===== src/rtl/compuerta_param.sv =====
// compuerta_param: PIN-gated parking barrier controller, one instance per gate.
//
// Sits between the keypad/vehicle sensors and the barrier actuator/alarm panel.
// A vehicle arriving at a closed gate arms the keypad; the correct PIN opens the
// barrier; repeated wrong entries raise the alarm; a second vehicle following
// through an open barrier locks the gate until a correct PIN is entered again.
// The barrier is closed again if it stays open too long without a crossing.
//
// Ports:
//   Clk       in   1      clock, rising edge
//   Reset     in   1      asynchronous, active-high
//   Vehiculo  in   1      vehicle present at gate
//   Termino   in   1      vehicle finished crossing (pulse)
//   enterPin  in   1      enter key level; only a 0->1 edge is a press
//   Pin       in   PIN_W  keypad value, compared on press
//   cfg_we    in   1      load cfg_pin into the stored PIN (only while closed)
//   cfg_pin   in   PIN_W  new PIN value
//   Cerrado   out  1      barrier closed
//   Abierto   out  1      barrier open
//   Alarma    out  1      wrong-PIN alarm
//   Bloqueo   out  1      tailgating lock
//   Intentos  out  CNT_W  consecutive wrong entries, saturating
//   Timeout   out  1      one-cycle pulse when the open timeout expires
//
// States:
//   state   | meaning
//   CERRADO | barrier closed, no vehicle waiting
//   ESPERA  | vehicle present, waiting for a PIN
//   ALARMA  | too many wrong PINs, waiting for the correct one
//   ABIERTO | barrier open, waiting for the crossing to finish
//   BLOQUEO | tailgating detected, waiting for the correct PIN

module compuerta_param #(
  parameter int               PIN_W        = 8,
  parameter logic [PIN_W-1:0] PIN_DEFAULT  = PIN_W'(8'h10),
  parameter int               MAX_INTENTOS = 3,
  parameter int               TIMEOUT      = 64,
  parameter int               CNT_W        = $clog2(MAX_INTENTOS + 1)
) (
  input  logic             Clk,
  input  logic             Reset,
  input  logic             Vehiculo,
  input  logic             Termino,
  input  logic             enterPin,
  input  logic [PIN_W-1:0] Pin,
  input  logic             cfg_we,
  input  logic [PIN_W-1:0] cfg_pin,
  output logic             Cerrado,
  output logic             Abierto,
  output logic             Alarma,
  output logic             Bloqueo,
  output logic [CNT_W-1:0] Intentos,
  output logic             Timeout
);

  localparam logic [2:0] CERRADO = 3'd0;
  localparam logic [2:0] ESPERA  = 3'd1;
  localparam logic [2:0] ALARMA  = 3'd2;
  localparam logic [2:0] ABIERTO = 3'd3;
  localparam logic [2:0] BLOQUEO = 3'd4;

  // The timer only ever has to reach TIMEOUT-1, so it needs clog2(TIMEOUT) bits.
  localparam int               TMR_W    = (TIMEOUT > 1) ? $clog2(TIMEOUT) : 1;
  localparam logic [TMR_W-1:0] TMR_LAST = TMR_W'((TIMEOUT > 0) ? TIMEOUT - 1 : 0);
  localparam bit               TMR_EN   = (TIMEOUT != 0);
  localparam logic [CNT_W-1:0] CNT_MAX  = CNT_W'(MAX_INTENTOS);

  logic [2:0]       st_q, st_d;
  logic [CNT_W-1:0] cnt_q, cnt_d;
  logic [TMR_W-1:0] tmr_q, tmr_d;
  logic [PIN_W-1:0] pin_q, pin_d;
  logic             enter_q;
  logic             to_q, to_d;

  logic             press;
  logic             ok;
  logic             bad;
  logic [CNT_W-1:0] cnt_inc;

  // A held key counts once: a press needs the key to have been low at the
  // previous sample.
  assign press   = enterPin & ~enter_q;
  assign ok      = press & (Pin == pin_q);
  assign bad     = press & ~ok;
  assign cnt_inc = (cnt_q == CNT_MAX) ? cnt_q : cnt_q + CNT_W'(1);

  always_comb begin
    st_d  = st_q;
    cnt_d = cnt_q;
    pin_d = pin_q;
    tmr_d = '0;
    to_d  = 1'b0;

    // Presses are ignored while closed, so a same-cycle press never sees the
    // new PIN; loading is refused in every other state.
    if ((st_q == CERRADO) && cfg_we) begin
      pin_d = cfg_pin;
    end

    case (st_q)
      CERRADO: begin
        if (Vehiculo) begin
          st_d = ESPERA;
        end
      end
      ESPERA: begin
        if (!Vehiculo) begin
          st_d = CERRADO;
        end else if (ok) begin
          st_d  = ABIERTO;
          cnt_d = '0;
        end else if (bad) begin
          cnt_d = cnt_inc;
          if (cnt_inc == CNT_MAX) begin
            st_d = ALARMA;
          end
        end
      end
      ALARMA: begin
        if (ok) begin
          st_d  = ABIERTO;
          cnt_d = '0;
        end else if (bad) begin
          cnt_d = cnt_inc;
        end
      end
      ABIERTO: begin
        // A finished crossing beats an expiring timer in the same cycle.
        if (Termino) begin
          st_d = Vehiculo ? BLOQUEO : CERRADO;
        end else if (TMR_EN && (tmr_q == TMR_LAST)) begin
          to_d = 1'b1;
          st_d = Vehiculo ? ESPERA : CERRADO;
        end else begin
          tmr_d = tmr_q + TMR_W'(1);
        end
      end
      BLOQUEO: begin
        if (ok) begin
          st_d  = ABIERTO;
          cnt_d = '0;
        end
      end
      default: begin
        st_d = CERRADO;
      end
    endcase
  end

  always_ff @(posedge Clk or posedge Reset) begin
    if (Reset) begin
      st_q    <= CERRADO;
      cnt_q   <= '0;
      tmr_q   <= '0;
      pin_q   <= PIN_DEFAULT;
      enter_q <= 1'b0;
      to_q    <= 1'b0;
    end else begin
      st_q    <= st_d;
      cnt_q   <= cnt_d;
      tmr_q   <= tmr_d;
      pin_q   <= pin_d;
      enter_q <= enterPin;
      to_q    <= to_d;
    end
  end

  assign Abierto  = (st_q == ABIERTO);
  assign Cerrado  = ~Abierto;
  assign Alarma   = (st_q == ALARMA);
  assign Bloqueo  = (st_q == BLOQUEO);
  assign Intentos = cnt_q;
  assign Timeout  = to_q;

endmodule

===== config.mk =====
export PLATFORM = sky130hd
export DESIGN_NAME = compuerta_param
export DESIGN_NICKNAME = d
export VERILOG_FILES = /design/src/rtl/compuerta_param.sv
export SDC_FILE = /design/constraint.sdc
export NUM_CORES = 1
export LEC_CHECK = 0
export BUFFER_PORTS_ARGS = -buffer_cell sky130_fd_sc_hd__buf_2
export CAP_MARGIN = 15
export CELL_PAD_IN_SITES_DETAIL_PLACEMENT = 0
export CELL_PAD_IN_SITES_GLOBAL_PLACEMENT = 1
export CORE_MARGIN = 2
export CORE_UTILIZATION = 43
export DETAILED_ROUTE_END_ITERATION = 8
export PLACE_DENSITY = 0.86
export SYNTH_ARGS = -nofsm -noshare
export SYNTH_HDL_FRONTEND = slang
export SYNTH_SLANG_ARGS = --single-unit

===== constraint.sdc =====
create_clock -name Clk -period 3.68 [get_ports Clk]
set_input_delay 0.184 -clock Clk [delete_from_list [all_inputs] [get_ports Clk]]
set_output_delay 0.184 -clock Clk [all_outputs]
set_load 0.01 [all_outputs]

==> results of run 1 <==
-- metal layers --
metal	wire [µm]	vias to the layer above	part of all wire, %	GRT usage [%]
met1	910	402	45	17.5
met2	1040	21	51	25.3
met4	8	0	0.39	1.74
li1	-	410	-	-
met5	0	-	0	0
met3	77	2	3.8	5.15
-- worst paths after layout --
path	start	end	slack [ns]	depth (start not counted)
max in group asynchronous	Reset	tmr_q[5]$_DFF_PP0_	3.19	2
worst min register to register	tmr_q[0]$_DFF_PP0_	tmr_q[0]$_DFF_PP0_	0.47	1
min in group Clk	cfg_pin[2]	pin_q[2]$_DFFE_PP0P_	0.11	2
worst max register to register	st_q[0]$_DFFE_PP0P_	st_q[1]$_DFFE_PP0P_	1.81	5
worst max-delay path	st_q[0]$_DFFE_PP0P_	st_q[1]$_DFFE_PP0P_	1.81	5
worst min-delay path	Reset	pin_q[1]$_DFFE_PP0P_	0.007	2
-- synthesized netlist by cell type (2+ instances only) --
master / n
xnor2_1: 11
nor2b_1: 2
nand2_1: 3
dfrtp_1: 20
a31oi_1: 2
mux2_2: 8
a21oi_1: 2
nand3b_1: 2
o21ai_0: 2
inv_1: 4
nand3_1: 3
nor2_1: 10
nand4_1: 2
-- layout make-up --
cell class	instances	area, µm²	share of cell area [%]
Timing Repair Buffer	29	150	11.3
Tap cell	30	37.5	2.83
Multi-Input combinational cell	70	568	42.9
Inverter	4	15.0	1.13
Clock buffer	3	22.5	1.70
Clock inverter	1	5.00	0.378
Sequential cell	21	527	39.8
-- logic make-up after synthesis --
group                    after synthesis  synth area share [%]
buffers and inverters                  7                  3.42
flip-flops                            21                  46.5
AND/OR/NAND/NOR                       33                  19.9
XOR/XNOR                              12                  9.27
AO/OA/AOI/OAI                         14                  9.71
adder cells (fa/ha/maj)                1                  1.10
multiplexers                          10                  10.2
-- power by group --
group | internal, mW | total (mW) | switching [mW]
clock network | 0.0405 | 0.108 | 0.0676
registers | 0.307 | 0.401 | 0.0932
logic | 0.198 | 0.344 | 0.146
-- flip-flops by register name (all words and copies together), names as in the netlist --
name      count
Intentos      2
Timeout       1
enter_q       1
pin_q         8
st_q          3
tmr_q         6
-- worst register-to-register path: cells and delay by family (launching register included) --
| family | cells | cell delay [ns] |
|---|---|---|
| AO/OA/AOI/OAI | 1 | 0.24 |
| multiplexers | 1 | 0.30 |
| flip-flops | 1 | 0.64 |
| AND/OR/NAND/NOR | 3 | 0.59 |
==> impl_results.md, run 1 <==
* Status: finished, final reports clean
* Tot GR Track Use at 14.5%
* Largest net degree at the start of global routing at 22
* Critical Path End Type: flip-flop
* # IOs at 29
* TritonRoute pass-1 iters at 4
* Leak at 0.588 nW
* Top-area cell type share of the netlist area at 44.2%
* Clk buf depth at 2
* Placed instance count at 153
* Crit path required time at 3.87 ns
* Critical path launch point type: flip-flop
* Clk pin slew, worst setup/hold paths at 0.12 ns
* Post-synth ARST share at 100%
* Cts bufs inserted at 3
* Yosys warns at 0
* Area growth syn-to-layout at 16.9%
* Post-route setup slack at 1.81 ns
* Most frequent cells in the layout: buf_2, dfrtp_1, xnor2_1
* Die Y-Extent at 55.3 µm
* Fin util at 53.5%
* Area after DPL at 1290 µm²
* Fin crit share at 50.8%
* Final hold vios at 0
* Cell area after layout at 1330 µm²
* # port buffers at 28
* Row count at 18
* Synthesized area at 1130 µm²
* RSZ-0062 raised after global routing: no
* Distinct cells, synth at 40
* GR Overflow Total at 0
* Commonest non-fill, non-tap cell in the layout: buf_2
* Slew Limit Fails at 0
* Number of synthesized register bits at 21
* Antenna Nets Post-Route at 0
* Crit path kind: flip-flop to flip-flop
* Vias/cell at 5.28
* Crit-path cells: and2_1 -> nor4b_1 -> nor2_1 -> o21ba_2 -> mux2_4
* Routed len/inst at 12.9 µm
* Top cells by area in the synthesized netlist: dfrtp_1, xnor2_1, mux2_2, nor2_1, nand4bb_4
* Initial Util at 45.8%
* Max-cap viol count at 0
* Hold crit path type: input pin to asynchronous set/reset pin
* CTS tree: yes
* Endpoints failing setup at 0
* Max stage delay on crit path at 0.64 ns
* Antenna violations before repair at 0
* # diodes at 0
* Die ar. at 3060 µm²
* CTS root buf: clkbuf_4
* Pre-CTS setup slack at 1.86 ns
* Max_slew headroom at 48.1%
* Post-layout minimum cycle time at 1.87 ns
* Detailed-route wire length at 2040 µm
* Syn avg cell area at 11.6 µm²
* Core Area at 2480 µm²
* Worst Max-Slew Pin Slew at 0.777 ns
* Post-cts resize count at 0
* Worst hold slack at 0.00707 ns
* PwrDens at 643 nW/µm²
* Fin cells at 158
* Worst Path Buf+Inv at 0
* Dominant cell type by area after synthesis: dfrtp_1
* Die X at 55.3 µm
* Worst IR Drop VDD at 0.420 mV
* Post-CTS Hold Fix Bufs at 1
* TNS Setup at 0 ns
* Syn Inst Count at 98
* Design Power at 0.852 mW
* Seq/Total Area, Yosys at 46.5%
* CP top delay family: flip-flops
* First-pass GRT wire length at 3600 µm
* Final Net Count at 152
* Share of layout cells above drive strength 1 at 36.7%
* Vias at 835
* Htree depth at 1
* Number of global-route vias before repair at 830
* Post-CTS Setup Inserts at 0
* Fill cells at 239
* Crit path DAT at 2.06 ns
* Hpwl dp at 1610 µm
* Synth Flop Type: dfrtp_1
* Routability cong. at 0.822
* Worst Skew at 0.00707 ns
* EDFF count, synth at 0
* DRC viols at 0
* Post-synthesis net count at 121
* Critical path peak fanout at 12
* Latest clock arrival within the worst-skew pair at 0.30 ns
* Drt initial violations at 21
* Max Clock Freq at 534 MHz
* Critical path's slowest cell: dfrtp_1
* CTS Sinks at 21
Power figures use the tool's default switching activity.
==> run 2, diff against run 1 <==
- CORE_UTILIZATION: 43 -> 36
- PLACE_DENSITY: 0.86 -> 0.78
- clock period: 3.68 -> 1.7 ns (I/O delays scaled with it)
==> run 2 against run 1 <==
Sequential share of layout area shrank 4.4 points. Non-clock buffer count grew 15. Die area rose by 18%. Critical path depth grew 1. Maximum frequency is 13% higher. Highest routed layer unchanged.
==> impl_results.md, run 2 (same netlist as run 1, synthesis figures left out) <==
* Status: finished, final reports clean (unchanged)
* Routed len/inst at 11.9 µm (was 12.9 µm)
* Flop2flop setup slack at 0.04 ns (was 1.81 ns)
* DRC viols at 0 (unchanged)
* Drt initial violations at 17 (was 21)
* # IOs at 29 (unchanged)
* Clk buf depth at 2 (unchanged)
* # port buffers at 28 (unchanged)
* Max_slew headroom at 73.5% (was 48.1%)
* Die Y-Extent at 60.1 µm (was 55.3 µm)
* Commonest non-fill, non-tap cell in the layout: buf_2 (unchanged)
* Fin crit share at 97.7% (was 50.8%)
* Vias/cell at 4.70 (was 5.28)
* Leak at 0.671 nW (was 0.588 nW)
* Number of global-route vias before repair at 869 (was 830)
* # diodes at 0 (unchanged)
* Cts bufs inserted at 3 (unchanged)
* Crit path DAT at 1.86 ns (was 2.06 ns)
* Die X at 60.1 µm (was 55.3 µm)
* Pre-CTS setup slack at 0.0164 ns (was 1.86 ns)
* Row count at 20 (was 18)
* Largest regs: pin_q x8, tmr_q x6, st_q x3 (unchanged)
* Fill cells at 290 (was 239)
* Tot GR Track Use at 13.7% (was 14.5%)
* Die ar. at 3610 µm² (was 3060 µm²)
* First-pass GRT wire length at 3680 µm (was 3600 µm)
* Max Clock Freq at 602 MHz (was 534 MHz)
* Worst Max-Slew Pin Slew at 0.397 ns (was 0.777 ns)
* Core Area at 3030 µm² (was 2480 µm²)
* Most frequent cells in the layout: buf_2, dfrtp_1, xnor2_1 (unchanged)
* Detailed-route wire length at 2230 µm (was 2040 µm)
* Worst Skew at 0.00740 ns (was 0.00707 ns)
* Area growth syn-to-layout at 31.6% (was 16.9%)
* CTS Sinks at 21 (unchanged)
* CTS tree: yes (unchanged)
* Hold crit path type: input pin to flip-flop (was input pin to asynchronous set/reset pin)
* Endpoints failing setup at 0 (unchanged)
* Critical path peak fanout at 3 (was 12)
* RSZ-0062 raised after global routing: yes (was no)
* Area after DPL at 1380 µm² (was 1290 µm²)
* Post-route setup slack at 0.0399 ns (was 1.81 ns)
* Routability cong. at 0.811 (was 0.822)
* Cell area after layout at 1490 µm² (was 1330 µm²)
* Share of layout cells above drive strength 1 at 39.9% (was 36.7%)
* Antenna Nets Post-Route at 0 (unchanged)
* Final hold vios at 0 (unchanged)
* Latest clock arrival within the worst-skew pair at 0.31 ns (was 0.30 ns)
* Initial Util at 37.4% (was 45.8%)
* Largest Register: pin_q (unchanged)
* Slew Limit Fails at 0 (unchanged)
* Crit path kind: flip-flop to flip-flop (unchanged)
* Antenna violations before repair at 0 (unchanged)
* TritonRoute pass-1 iters at 4 (unchanged)
* Critical Path End Type: flip-flop (unchanged)
* Design Power at 1.98 mW (was 0.852 mW)
* PwrDens at 1330 nW/µm² (was 643 nW/µm²)
* Clk pin slew, worst setup/hold paths at 0.10 ns (was 0.12 ns)
* Max FFs per register at 8 (unchanged)
* Crit path required time at 1.90 ns (was 3.87 ns)
* CTS root buf: clkbuf_4 (unchanged)
* Largest net degree at the start of global routing at 22 (unchanged)
* Htree depth at 1 (unchanged)
* Critical path launch point type: flip-flop (unchanged)
* Post-layout minimum cycle time at 1.66 ns (was 1.87 ns)
* GR Overflow Total at 0 (unchanged)
* Hpwl dp at 1740 µm (was 1610 µm)
* Final Net Count at 167 (was 152)
* Max-cap viol count at 0 (unchanged)
* Vias at 878 (was 835)
* Worst IR Drop VDD at 0.750 mV (was 0.420 mV)
run 2: layout make-up:
class | instances | area (µm²) | share of cell area, %
well taps | 44 | 55.1 | 3.69
inverters | 4 | 15.0 | 1.01
clock buffers | 4 | 26.3 | 1.76
flip-flops and latches | 21 | 528 | 35.4
multi-input cells | 70 | 577 | 38.7
repair buffers | 44 | 290 | 19.5
run 2: power breakdown:
group	internal (mW)	total [mW]	switching, mW
logic	0.538	0.913	0.375
clock network	0.0917	0.239	0.148
registers	0.669	0.829	0.160
run 2: metal layers:
metal	part of all wire [%]	track usage (%)	up-vias	wire length, µm
met5	0	0	-	0
met4	1.2	3.81	0	27
met3	2.9	4.11	2	64
met2	55	25.0	12	1220
met1	41	15.3	425	923
li1	-	-	439	-
run 2: worst max-delay path: stages, from the launching register on:
cell and delay (ns):
dfrtp_1 0.36, ha_1 0.18, nand3_1 0.14, o21bai_4 0.18, o31ai_1 0.11, o21ba_2 0.28
mux2_4 0.29
run 2: metrics by stage:
stage	hold slack [ns]	TNS, ns	utilization [%]	std cells
after global placement	0.126	0	45.5	175
after global routing	0.00716	-0.0679	49.3	187
after floorplan	0.0608	0	-	98
final	0.0106	0	49.3	187
after CTS	0.00508	0	48.1	184
after detailed placement	0.138	0	45.5	175
run 2: final timing paths:
check,start,endpoint,cells after the start
setup / recovery,tmr_q[0]$_DFF_PP0_,st_q[1]$_DFFE_PP0P_,6
hold / removal,cfg_pin[4],pin_q[4]$_DFFE_PP1P_,2
setup reg to reg,tmr_q[0]$_DFF_PP0_,st_q[1]$_DFFE_PP0P_,6
hold reg to reg,tmr_q[0]$_DFF_PP0_,tmr_q[0]$_DFF_PP0_,2
max in group asynchronous,Reset,pin_q[4]$_DFFE_PP1P_,4
min in group asynchronous,Reset,pin_q[2]$_DFFE_PP0P_,4
run 2: timing repair:
action,in CTS,in global routing
gates resized for setup,1,2
hold buffers,4,3
buffers inserted,1,0
hold endpoints to repair,23,3
setup endpoints to repair,1,2
cloned,0,0
